==> config.mk <==
export PLATFORM = sky130hd
export DESIGN_NAME = circle_raster_engine
export DESIGN_NICKNAME = d
export VERILOG_FILES = /design/src/rtl/circle_pkg.sv /design/src/rtl/octant_mapper.sv /design/src/rtl/circle_raster_engine.sv
export SDC_FILE = /design/constraint.sdc
export NUM_CORES = 1
export LEC_CHECK = 0
export CAP_MARGIN = 20
export CORE_MARGIN = 2
export CORE_UTILIZATION = 55
export CTS_CLUSTER_SIZE = 8
export DETAILED_ROUTE_END_ITERATION = 16
export DONT_BUFFER_PORTS = 1
export PLACE_DENSITY_LB_ADDON = 0.12
export SYNTH_ARGS = -nofsm -noshare
export SYNTH_HDL_FRONTEND = slang
export SYNTH_SLANG_ARGS = --single-unit
==> constraint.sdc <==
create_clock -name clk -period 9.1 [get_ports clk]
set_input_delay 1.82 -clock clk [delete_from_list [all_inputs] [get_ports clk]]
set_output_delay 1.82 -clock clk [all_outputs]
set_load 0.05 [all_outputs]
==> src/rtl/circle_pkg.sv <==
// Shared types and helpers for the midpoint circle rasteriser.
package circle_pkg;

  // Engine FSM states.
  typedef enum logic [2:0] {
    IDLE = 3'd0,
    PLOT = 3'd1,
    SPAN = 3'd2,
    STEP = 3'd3,
    DONE = 3'd4
  } state_t;

  // How one octant is derived from the (ox, oy) first-octant offset.
  typedef struct packed {
    logic swap;   // use (oy, ox) instead of (ox, oy)
    logic neg_x;  // subtract the x offset from the centre
    logic neg_y;  // subtract the y offset from the centre
  } octant_t;

  // Octant walk order:
  // (+ox,+oy) (+oy,+ox) (-ox,+oy) (-oy,+ox) (-ox,-oy) (-oy,-ox) (+ox,-oy) (+oy,-ox)
  localparam logic [2:0] OCTANT_TAB [8] = '{
    3'b000, 3'b100, 3'b010, 3'b110, 3'b011, 3'b111, 3'b001, 3'b101
  };

  function automatic octant_t octant_f(input logic [2:0] k);
    return octant_t'(OCTANT_TAB[k]);
  endfunction

  // True when a signed pixel position lies inside a w x h screen.
  function automatic logic clip_f(input int px, input int py, input int w, input int h);
    return (px >= 0) && (px < w) && (py >= 0) && (py < h);
  endfunction

endpackage

==> src/rtl/octant_mapper.sv <==
// Maps a first-octant offset and an octant index onto a signed screen point.
// Widths are large enough that cx +/- radius never wraps, so off-screen
// points stay off-screen instead of aliasing back onto the visible area.
module octant_mapper
  import circle_pkg::*;
#(
  parameter int X_W  = 8,
  parameter int Y_W  = 7,
  parameter int R_W  = 8,
  parameter int PX_W = 10,
  parameter int PY_W = 10
) (
  input  logic [X_W-1:0]         cx,
  input  logic [Y_W-1:0]         cy,
  input  logic signed [R_W:0]    ox,
  input  logic signed [R_W:0]    oy,
  input  logic [2:0]             k,
  output logic signed [PX_W-1:0] px,
  output logic signed [PY_W-1:0] py
);

  octant_t                oct;
  logic signed [R_W:0]    dx;
  logic signed [R_W:0]    dy;
  logic signed [PX_W-1:0] cx_s;
  logic signed [PX_W-1:0] dx_s;
  logic signed [PY_W-1:0] cy_s;
  logic signed [PY_W-1:0] dy_s;

  // Select swap/sign for octant k and form the point.
  always_comb begin
    oct  = octant_f(k);
    dx   = oct.swap ? oy : ox;
    dy   = oct.swap ? ox : oy;
    cx_s = $signed(PX_W'(cx));
    cy_s = $signed(PY_W'(cy));
    dx_s = PX_W'(dx);
    dy_s = PY_W'(dy);
    px   = oct.neg_x ? (cx_s - dx_s) : (cx_s + dx_s);
    py   = oct.neg_y ? (cy_s - dy_s) : (cy_s + dy_s);
  end

endmodule

==> src/rtl/circle_raster_engine.sv <==
// Midpoint circle rasteriser: outline or filled disc, per-pixel screen
// clipping, and vga_ready back-pressure on the plot port.
//
// Handshake: a pixel is offered while vga_plot=1 with vga_x/vga_y/vga_colour
// held stable; it is transferred on a rising edge where vga_plot=1 and
// vga_ready=1. Clipped pixels are never offered and take exactly one cycle.
// The pixel outputs are decoded from registered walk state, so vga_plot does
// not depend combinationally on vga_ready. The FSM state is visible as the
// internal signal 'state'.
module circle_raster_engine
  import circle_pkg::*;
#(
  parameter int X_W      = 8,
  parameter int Y_W      = 7,
  parameter int R_W      = 8,
  parameter int COLOUR_W = 3,
  parameter int SCREEN_W = 160,
  parameter int SCREEN_H = 120
) (
  input  logic                clk,
  input  logic                rst,
  input  logic                start,
  input  logic [X_W-1:0]      centre_x,
  input  logic [Y_W-1:0]      centre_y,
  input  logic [R_W-1:0]      radius,
  input  logic [COLOUR_W-1:0] colour,
  input  logic                fill,
  output logic                done,
  output logic [X_W-1:0]      vga_x,
  output logic [Y_W-1:0]      vga_y,
  output logic [COLOUR_W-1:0] vga_colour,
  output logic                vga_plot,
  input  logic                vga_ready
);

  localparam int PX_W = ((X_W > R_W) ? X_W : R_W) + 2;
  localparam int PY_W = ((Y_W > R_W) ? Y_W : R_W) + 2;

  state_t                state;
  logic [X_W-1:0]        cx_q;
  logic [Y_W-1:0]        cy_q;
  logic [COLOUR_W-1:0]   colour_q;
  logic                  fill_q;
  logic signed [R_W:0]   ox_q;
  logic signed [R_W:0]   oy_q;
  logic signed [R_W+1:0] crit_q;
  logic [2:0]            k_q;     // octant index in PLOT
  logic [1:0]            row_q;   // span row index in SPAN
  logic [R_W+1:0]        j_q;     // x offset from the left end of a span row

  logic [2:0]            k_sel;
  logic signed [PX_W-1:0] map_px;
  logic signed [PY_W-1:0] map_py;
  logic signed [PX_W-1:0] cur_px;
  logic signed [PY_W-1:0] cur_py;
  logic signed [R_W:0]   half_w;
  logic                  span_last;
  logic                  active;
  logic                  cur_in;
  logic                  advance;

  logic signed [R_W:0]   oy_inc;
  logic signed [R_W:0]   ox_new;
  logic signed [R_W+1:0] diff;
  logic signed [R_W+1:0] crit_new;
  logic                  crit_le0;

  // A span row's left end is the octant point at (cx - halfwidth, row y):
  // rows cy+oy, cy-oy, cy+ox, cy-ox use octants 2, 4, 3, 5.
  always_comb begin
    k_sel = k_q;
    if (state == SPAN) begin
      case (row_q)
        2'd0:    k_sel = 3'd2;
        2'd1:    k_sel = 3'd4;
        2'd2:    k_sel = 3'd3;
        default: k_sel = 3'd5;
      endcase
    end
  end

  octant_mapper #(
    .X_W  (X_W),
    .Y_W  (Y_W),
    .R_W  (R_W),
    .PX_W (PX_W),
    .PY_W (PY_W)
  ) u_mapper (
    .cx (cx_q),
    .cy (cy_q),
    .ox (ox_q),
    .oy (oy_q),
    .k  (k_sel),
    .px (map_px),
    .py (map_py)
  );

  // Current pixel, clip test and handshake decode.
  always_comb begin
    half_w    = row_q[1] ? oy_q : ox_q;
    span_last = (j_q == {half_w, 1'b0});
    cur_px    = (state == SPAN) ? (map_px + PX_W'(j_q)) : map_px;
    cur_py    = map_py;
    active    = (state == PLOT) || (state == SPAN);
    cur_in    = clip_f(int'(cur_px), int'(cur_py), SCREEN_W, SCREEN_H);
    advance   = !cur_in || vga_ready;
    vga_plot  = active && cur_in;
    vga_x     = cur_px[X_W-1:0];
    vga_y     = cur_py[Y_W-1:0];
    vga_colour = colour_q;
    done      = (state == DONE);
  end

  // Midpoint decision update: oy steps first, ox possibly steps, then crit
  // uses the updated values.
  always_comb begin
    oy_inc   = oy_q + (R_W+1)'(1);
    crit_le0 = crit_q[R_W+1] || (crit_q == '0);
    ox_new   = crit_le0 ? ox_q : (ox_q - (R_W+1)'(1));
    diff     = crit_le0 ? (R_W+2)'(oy_inc) : ((R_W+2)'(oy_inc) - (R_W+2)'(ox_new));
    crit_new = crit_q + (diff <<< 1) + (R_W+2)'(1);
  end

  // Engine FSM and walk registers.
  always_ff @(posedge clk) begin
    if (rst) begin
      state    <= IDLE;
      cx_q     <= '0;
      cy_q     <= '0;
      colour_q <= '0;
      fill_q   <= 1'b0;
      ox_q     <= '0;
      oy_q     <= '0;
      crit_q   <= '0;
      k_q      <= '0;
      row_q    <= '0;
      j_q      <= '0;
    end else begin
      case (state)
        IDLE: begin
          if (start) begin
            cx_q     <= centre_x;
            cy_q     <= centre_y;
            colour_q <= colour;
            fill_q   <= fill;
            oy_q     <= '0;
            ox_q     <= (R_W+1)'(radius);
            crit_q   <= (R_W+2)'(1) - (R_W+2)'(radius);
            k_q      <= '0;
            row_q    <= '0;
            j_q      <= '0;
            state    <= fill ? SPAN : PLOT;
          end
        end
        PLOT: begin
          if (advance) begin
            if (k_q == 3'd7) begin
              k_q   <= '0;
              state <= STEP;
            end else begin
              k_q <= k_q + 3'd1;
            end
          end
        end
        SPAN: begin
          if (advance) begin
            if (span_last) begin
              j_q <= '0;
              if (row_q == 2'd3) begin
                row_q <= '0;
                state <= STEP;
              end else begin
                row_q <= row_q + 2'd1;
              end
            end else begin
              j_q <= j_q + (R_W+2)'(1);
            end
          end
        end
        STEP: begin
          oy_q   <= oy_inc;
          ox_q   <= ox_new;
          crit_q <= crit_new;
          if (oy_inc <= ox_new) state <= fill_q ? SPAN : PLOT;
          else                  state <= DONE;
        end
        DONE: begin
          if (!start) state <= IDLE;
        end
        default: state <= IDLE;
      endcase
    end
  end

endmodule

==> results of run 1 <==
## state kept, by name, summed over array words and instances, names as in the netlist
register    cells
crit_q         10
j_q            10
ox_q            9
oy_q            9
cx_q            8
cy_q            7
k_q             3
state           3
vga_colour      3
row_q           2
fill_q          1
## logic make-up after synthesis
logic type | count (synthesis) | synth area share
flip-flops | 65 | 0.197
AO/OA/AOI/OAI | 247 | 0.237
buffers and inverters | 91 | 0.0542
XOR/XNOR | 80 | 0.110
adder cells (fa/ha/maj) | 57 | 0.114
multiplexers | 33 | 0.0524
AND/OR/NAND/NOR | 321 | 0.235
## area by class of cell
class | instances | area share
multi-input combinational | 738 | 0.710
clock inverter | 5 | 0.0147
clock buffer | 11 | 0.0347
inverter | 33 | 0.0177
timing repair buffer | 11 | 0.0118
sequential | 65 | 0.186
tap | 143 | 0.0256
## cell usage after synthesis, types with 17 or more instances
library cell  count  area (µm²)
dfxtp_1          65        1300
nor3_1           28         140
a21oi_1          81         405
ha_1             52         651
inv_1            33         124
mux2i_1          24         240
o21ai_0          49         245
nand2_1          95         357
nand2b_1         17         106
clkbuf_1         52         195
nor2_1           92         345
xnor2_1          43         377
xor2_1           35         307
## final timing paths
path / from / to / slack, ns / cells after the start
worst min register to register: cy_q[0]$_SDFFE_PP0P_ / cy_q[0]$_SDFFE_PP0P_ / 0.46 / 2
worst min-delay path: cy_q[0]$_SDFFE_PP0P_ / cy_q[0]$_SDFFE_PP0P_ / 0.46 / 2
worst max register to register: state[1]$_SDFFE_PP0P_ / j_q[2]$_SDFFE_PP0P_ / 2.42 / 23
worst max-delay path: state[1]$_SDFFE_PP0P_ / vga_plot / 0.88 / 23
## metrics by stage
stage	cell area, µm²	setup WS, ns	instances	util
6_report	7000	0.878	1006	0.605
3_5_place_dp	6640	1.33	989	0.574
5_1_grt	7000	0.495	1006	0.605
3_3_place_gp	6640	1.51	989	0.574
4_1_cts	6990	0.936	1005	0.604
2_1_floorplan	6600	1.08	894	-
## layer usage
metal	vias to the layer above	track usage	routed length [µm]
met5	-	0	0
met4	0	0.123	616
met3	49	0.0547	996
met2	220	0.493	8930
met1	3028	0.392	8330
li1	3120	-	-
## worst max-delay path, stage by stage (launching register included)
cell and delay (ns):
dfxtp_1 0.57, or3b_1 0.63, nor2_1 0.22, a22o_1 0.48
o21ai_0 0.23, xor2_1 0.18, nand2_1 0.09, o21ai_0 0.11
ha_1 0.37, o21a_1 0.19, o31a_1 0.13, or2_1 0.24
a21oi_1 0.17, xnor2_1 0.09, ha_1 0.39, nand2_1 0.07
o21ai_0 0.26, nand2_1 0.11, xnor2_1 0.13, mux2_2 0.40
o21a_1 0.20, or3_1 0.43, nor3_2 0.12, buf_4 0.22
==> reports/results.ini, run 1 <==
[yosys]
syn_inst = 894
syn_area_um2 = 6600
synthFlopType = dfxtp_1
avgSynthCellArea_um2 = 7.38
synth-seq-cells = 65
yosys.cell_types.count = 71
ys_seq_area_frac = 0.197
synth_warnings = 0
async_flop_share = 0
syn_nets = 982
synth_edf_count = 0

[die]
core_area_um2 = 11600
dieHeight_um = 114
die_x_um = 114
io_pins = 51
die_area_um2 = 12900
row_count = 39
initial_core_util = 0.570

[timing]
max_freq_mhz = 122
worst_pin_slew_ns = 1.09
fin_crit_sh = 0.903
setup_viol = 0
rsz0062_at_grt = false
drv_slew = 0
hold_viol = 0
period_needed_ns = 8.22
finClkSkew_ns = 0.00893
slew_headroom = 0.272
timing.hold.ws_ns = 0.456
fin_setup_tns_ns = 0

[clock_network]
postCtsResizedCells = 0
h-tree-depth = 3
clk_pin_slew_ns = 0.06
clkLatencyLatePin_ns = 0.35
numCtsBuffers = 9
tritoncts = done
post_cts_buffers = 0
cts-root-buf = clkbuf_16
cts.sinks = 65
cts_hold_buf = 0
cts.path.max_buffers = 2

[route]
viasPerCell = 6.38
routedWlPerCell_um = 18.8
drt_iter0_markers = 685
routed_wl_um = 18900
drtPass1Iterations = 8
ant_nets = 0
vias = 6417
drc = 0

[worst_setup_path]
crit_fanout = 17
startpoint_type = register
cp.arrival_ns = 6.40
crit_type = reg -> out
worst_ep_required_time_ns = 7.28
endpoint_kind = primary output

[global_routing]
grt_overflow = 0
grt_pass1_vias = 6215
grt_pass1_wl_um = 31100
grt_max_degree = 84
antenna_found_initial = 0
grtUsageTotal = 0.301

[run]
maxCapViolations = 0

[layout]
antenna_cells = 0
drive_above_1_share = 0.0545
seq_area_um2 = 1300
areaGrowthSynthToFinish_pct = 6.07
layout.nets = 946
multi_input_area_um2 = 4960
layout_commonest_cell = nand2_1
mostFrequentLayoutCells = nand2_1 (95), nor2_1 (92), a21oi_1 (81)
fillers = 1095

[placed_design]
portBuffers = 0
dp_hpwl_um = 13700
finalWeightedCongestion = 0.930

[worst_hold_path]
hp-class = reg -> reg

[run_status]
status = completed

Power of run 1 is not shown: default switching activity piles up to over one toggle a cycle in this logic, so the estimate is an artifact.
==> inputs of run 2 (changes only) <==
--- a/config.mk
+++ b/config.mk
@@ -15,3 +15,4 @@
 export SYNTH_ARGS = -nofsm -noshare
 export SYNTH_HDL_FRONTEND = slang
 export SYNTH_SLANG_ARGS = --single-unit
+export TNS_END_PERCENT = 50
==> results of run 2 <==
No change in the layout: final DEF, timing and power equal those of run 1.
Power of run 2 is left out for the same reason.
==> inputs of run 3 (changes only) <==
--- a/config.mk
+++ b/config.mk
@@ -5,13 +5,13 @@
 export SDC_FILE = /design/constraint.sdc
 export NUM_CORES = 1
 export LEC_CHECK = 0
-export CAP_MARGIN = 20
 export CORE_MARGIN = 2
 export CORE_UTILIZATION = 55
 export CTS_CLUSTER_SIZE = 8
 export DETAILED_ROUTE_END_ITERATION = 16
 export DONT_BUFFER_PORTS = 1
 export PLACE_DENSITY_LB_ADDON = 0.12
+export SLEW_MARGIN = 10
 export SYNTH_ARGS = -nofsm -noshare
 export SYNTH_HDL_FRONTEND = slang
 export SYNTH_SLANG_ARGS = --single-unit
==> reports/results.ini, run 3 (synthesized netlist as in run 1, its figures left out) <==
[layout]
antenna_cells = 0  ; unchanged
fillers = 1093  ; -0.18%
drive_above_1_share = 0.0545  ; +0.0000632
multi_input_area_um2 = 4970  ; +0.10%
mostFrequentLayoutCells = nand2_1 (95), nor2_1 (92), a21oi_1 (81)
reg_top3 = crit_q (10), j_q (10)
layout.nets = 945  ; -0.11%
areaGrowthSynthToFinish_pct = 6.03  ; about the same
seq_area_um2 = 1300  ; unchanged
layout_commonest_cell = nand2_1

[timing]
slew_headroom = 0.272  ; about the same
fin_crit_sh = 0.900  ; -0.00303
max_freq_mhz = 122  ; +0.34%
period_needed_ns = 8.19  ; -0.0276 ns
setup_viol = 0  ; unchanged
drv_slew = 0  ; unchanged
worst_pin_slew_ns = 1.09  ; -0.00000164 ns
fin_setup_tns_ns = 0  ; unchanged
rsz0062_at_grt = false
hold_viol = 0  ; unchanged
finClkSkew_ns = 0.00779  ; -0.00114 ns

[die]
io_pins = 51  ; unchanged
die_x_um = 114  ; unchanged
die_area_um2 = 12900  ; unchanged
row_count = 39  ; unchanged
dieHeight_um = 114  ; unchanged
core_area_um2 = 11600  ; unchanged
initial_core_util = 0.570  ; unchanged

[route]
drtPass1Iterations = 6  ; -2
drc = 0  ; unchanged
drt_iter0_markers = 658  ; -3.9%
routed_wl_um = 18900  ; about the same
ant_nets = 0  ; unchanged
viasPerCell = 6.39  ; +0.22%
vias = 6425  ; +0.12%
routedWlPerCell_um = 18.8  ; +0.15%

[worst_setup_path]
cpPeakStageDelay_ns = 0.63  ; about the same
startpoint_type = register
cp.arrival_ns = 6.37  ; -0.03 ns
ff2ff_path_depth = 23  ; unchanged
crit_cells = 23  ; unchanged
endpoint_kind = primary output
crit_slowest_cell = or3b_1
crit_fanout = 17  ; unchanged
worst_ep_required_time_ns = 7.28  ; about the same
crit_buf_inv = 1  ; unchanged
crit_family = simple AND/OR/NAND/NOR gates
crit_chain = or3b_1 -> nor2_1 -> a22o_1 -> o21ai_0 -> xor2_1 -> nand2_1 -> o21ai_0 -> ha_1 -> o21a_1 -> o31a_1 -> or2_1 -> a21oi_1 -> xnor2_1 -> ha_1 -> nand2_1 -> o21ai_0 -> nand2_1 -> xnor2_1 -> mux2_2 -> o21a_1 -> or3_1 -> nor3_2 -> buf_4
crit_type = reg -> out

[clock_network]
tritoncts = done
postCtsResizedCells = 0  ; unchanged
post_cts_buffers = 0  ; unchanged
clkLatencyLatePin_ns = 0.34  ; about the same
h-tree-depth = 3  ; unchanged
cts_hold_buf = 0  ; unchanged
cts.path.max_buffers = 2  ; unchanged
cts-root-buf = clkbuf_16
clk_pin_slew_ns = 0.06  ; about the same
cts.sinks = 65  ; unchanged
numCtsBuffers = 9  ; unchanged

[placed_design]
portBuffers = 0  ; unchanged
dp_hpwl_um = 13700  ; unchanged
finalWeightedCongestion = 0.930  ; unchanged

[global_routing]
grt_max_degree = 84  ; unchanged
grt_overflow = 0  ; unchanged
grt_pass1_wl_um = 31100  ; unchanged
grtUsageTotal = 0.301  ; unchanged
grt_pass1_vias = 6215  ; unchanged
antenna_found_initial = 0  ; unchanged

[run_status]
status = completed

[worst_hold_path]
hp-class = reg -> reg
hold_depth = 2  ; unchanged

[run]
maxCapViolations = 0  ; unchanged

[run 3: final cells by class]
type	instances	share of cell area
clock buffers	11	0.0347
well taps	143	0.0256
flip-flops and latches	65	0.186
clock inverters	5	0.0147
repair buffers	10	0.0107
inverters	33	0.0177
multi-input cells	738	0.711
[run 3: worst min-delay path, cell delays in order (launching register included)]
cell and delay, ns:
dfxtp_1 0.31, nand2_1 0.05, a21oi_1 0.05
[run 3: layer usage]
metal / wire length [µm] / vias up / GRT usage
li1: - / 3125 / -
met3: 889 / 57 / 0.0547
met1: 8560 / 3038 / 0.392
met4: 641 / 0 / 0.123
met5: 0 / - / 0
met2: 8800 / 205 / 0.493
[run 3: final timing paths]
path	start	endpoint	slack (ns)
max	state[1]$_SDFFE_PP0P_	vga_plot	0.91
min	cy_q[0]$_SDFFE_PP0P_	cy_q[0]$_SDFFE_PP0P_	0.46
max reg2reg	state[1]$_SDFFE_PP0P_	j_q[2]$_SDFFE_PP0P_	2.44
min reg2reg	cy_q[0]$_SDFFE_PP0P_	cy_q[0]$_SDFFE_PP0P_	0.46
[run 3: metrics by stage]
step / instances / setup WS, ns / util / hold WS [ns] / instance area [µm²]
2_1_floorplan: 894 / 1.08 / - / 0.436 / 6600
3_3_place_gp: 989 / 1.51 / 0.574 / 0.439 / 6640
3_5_place_dp: 989 / 1.33 / 0.574 / 0.443 / 6640
4_1_cts: 1005 / 0.936 / 0.604 / 0.451 / 6990
5_1_grt: 1005 / 0.495 / 0.605 / 0.483 / 6990
6_report: 1005 / 0.906 / 0.605 / 0.457 / 6990
Power of run 3 is left out for the same reason.
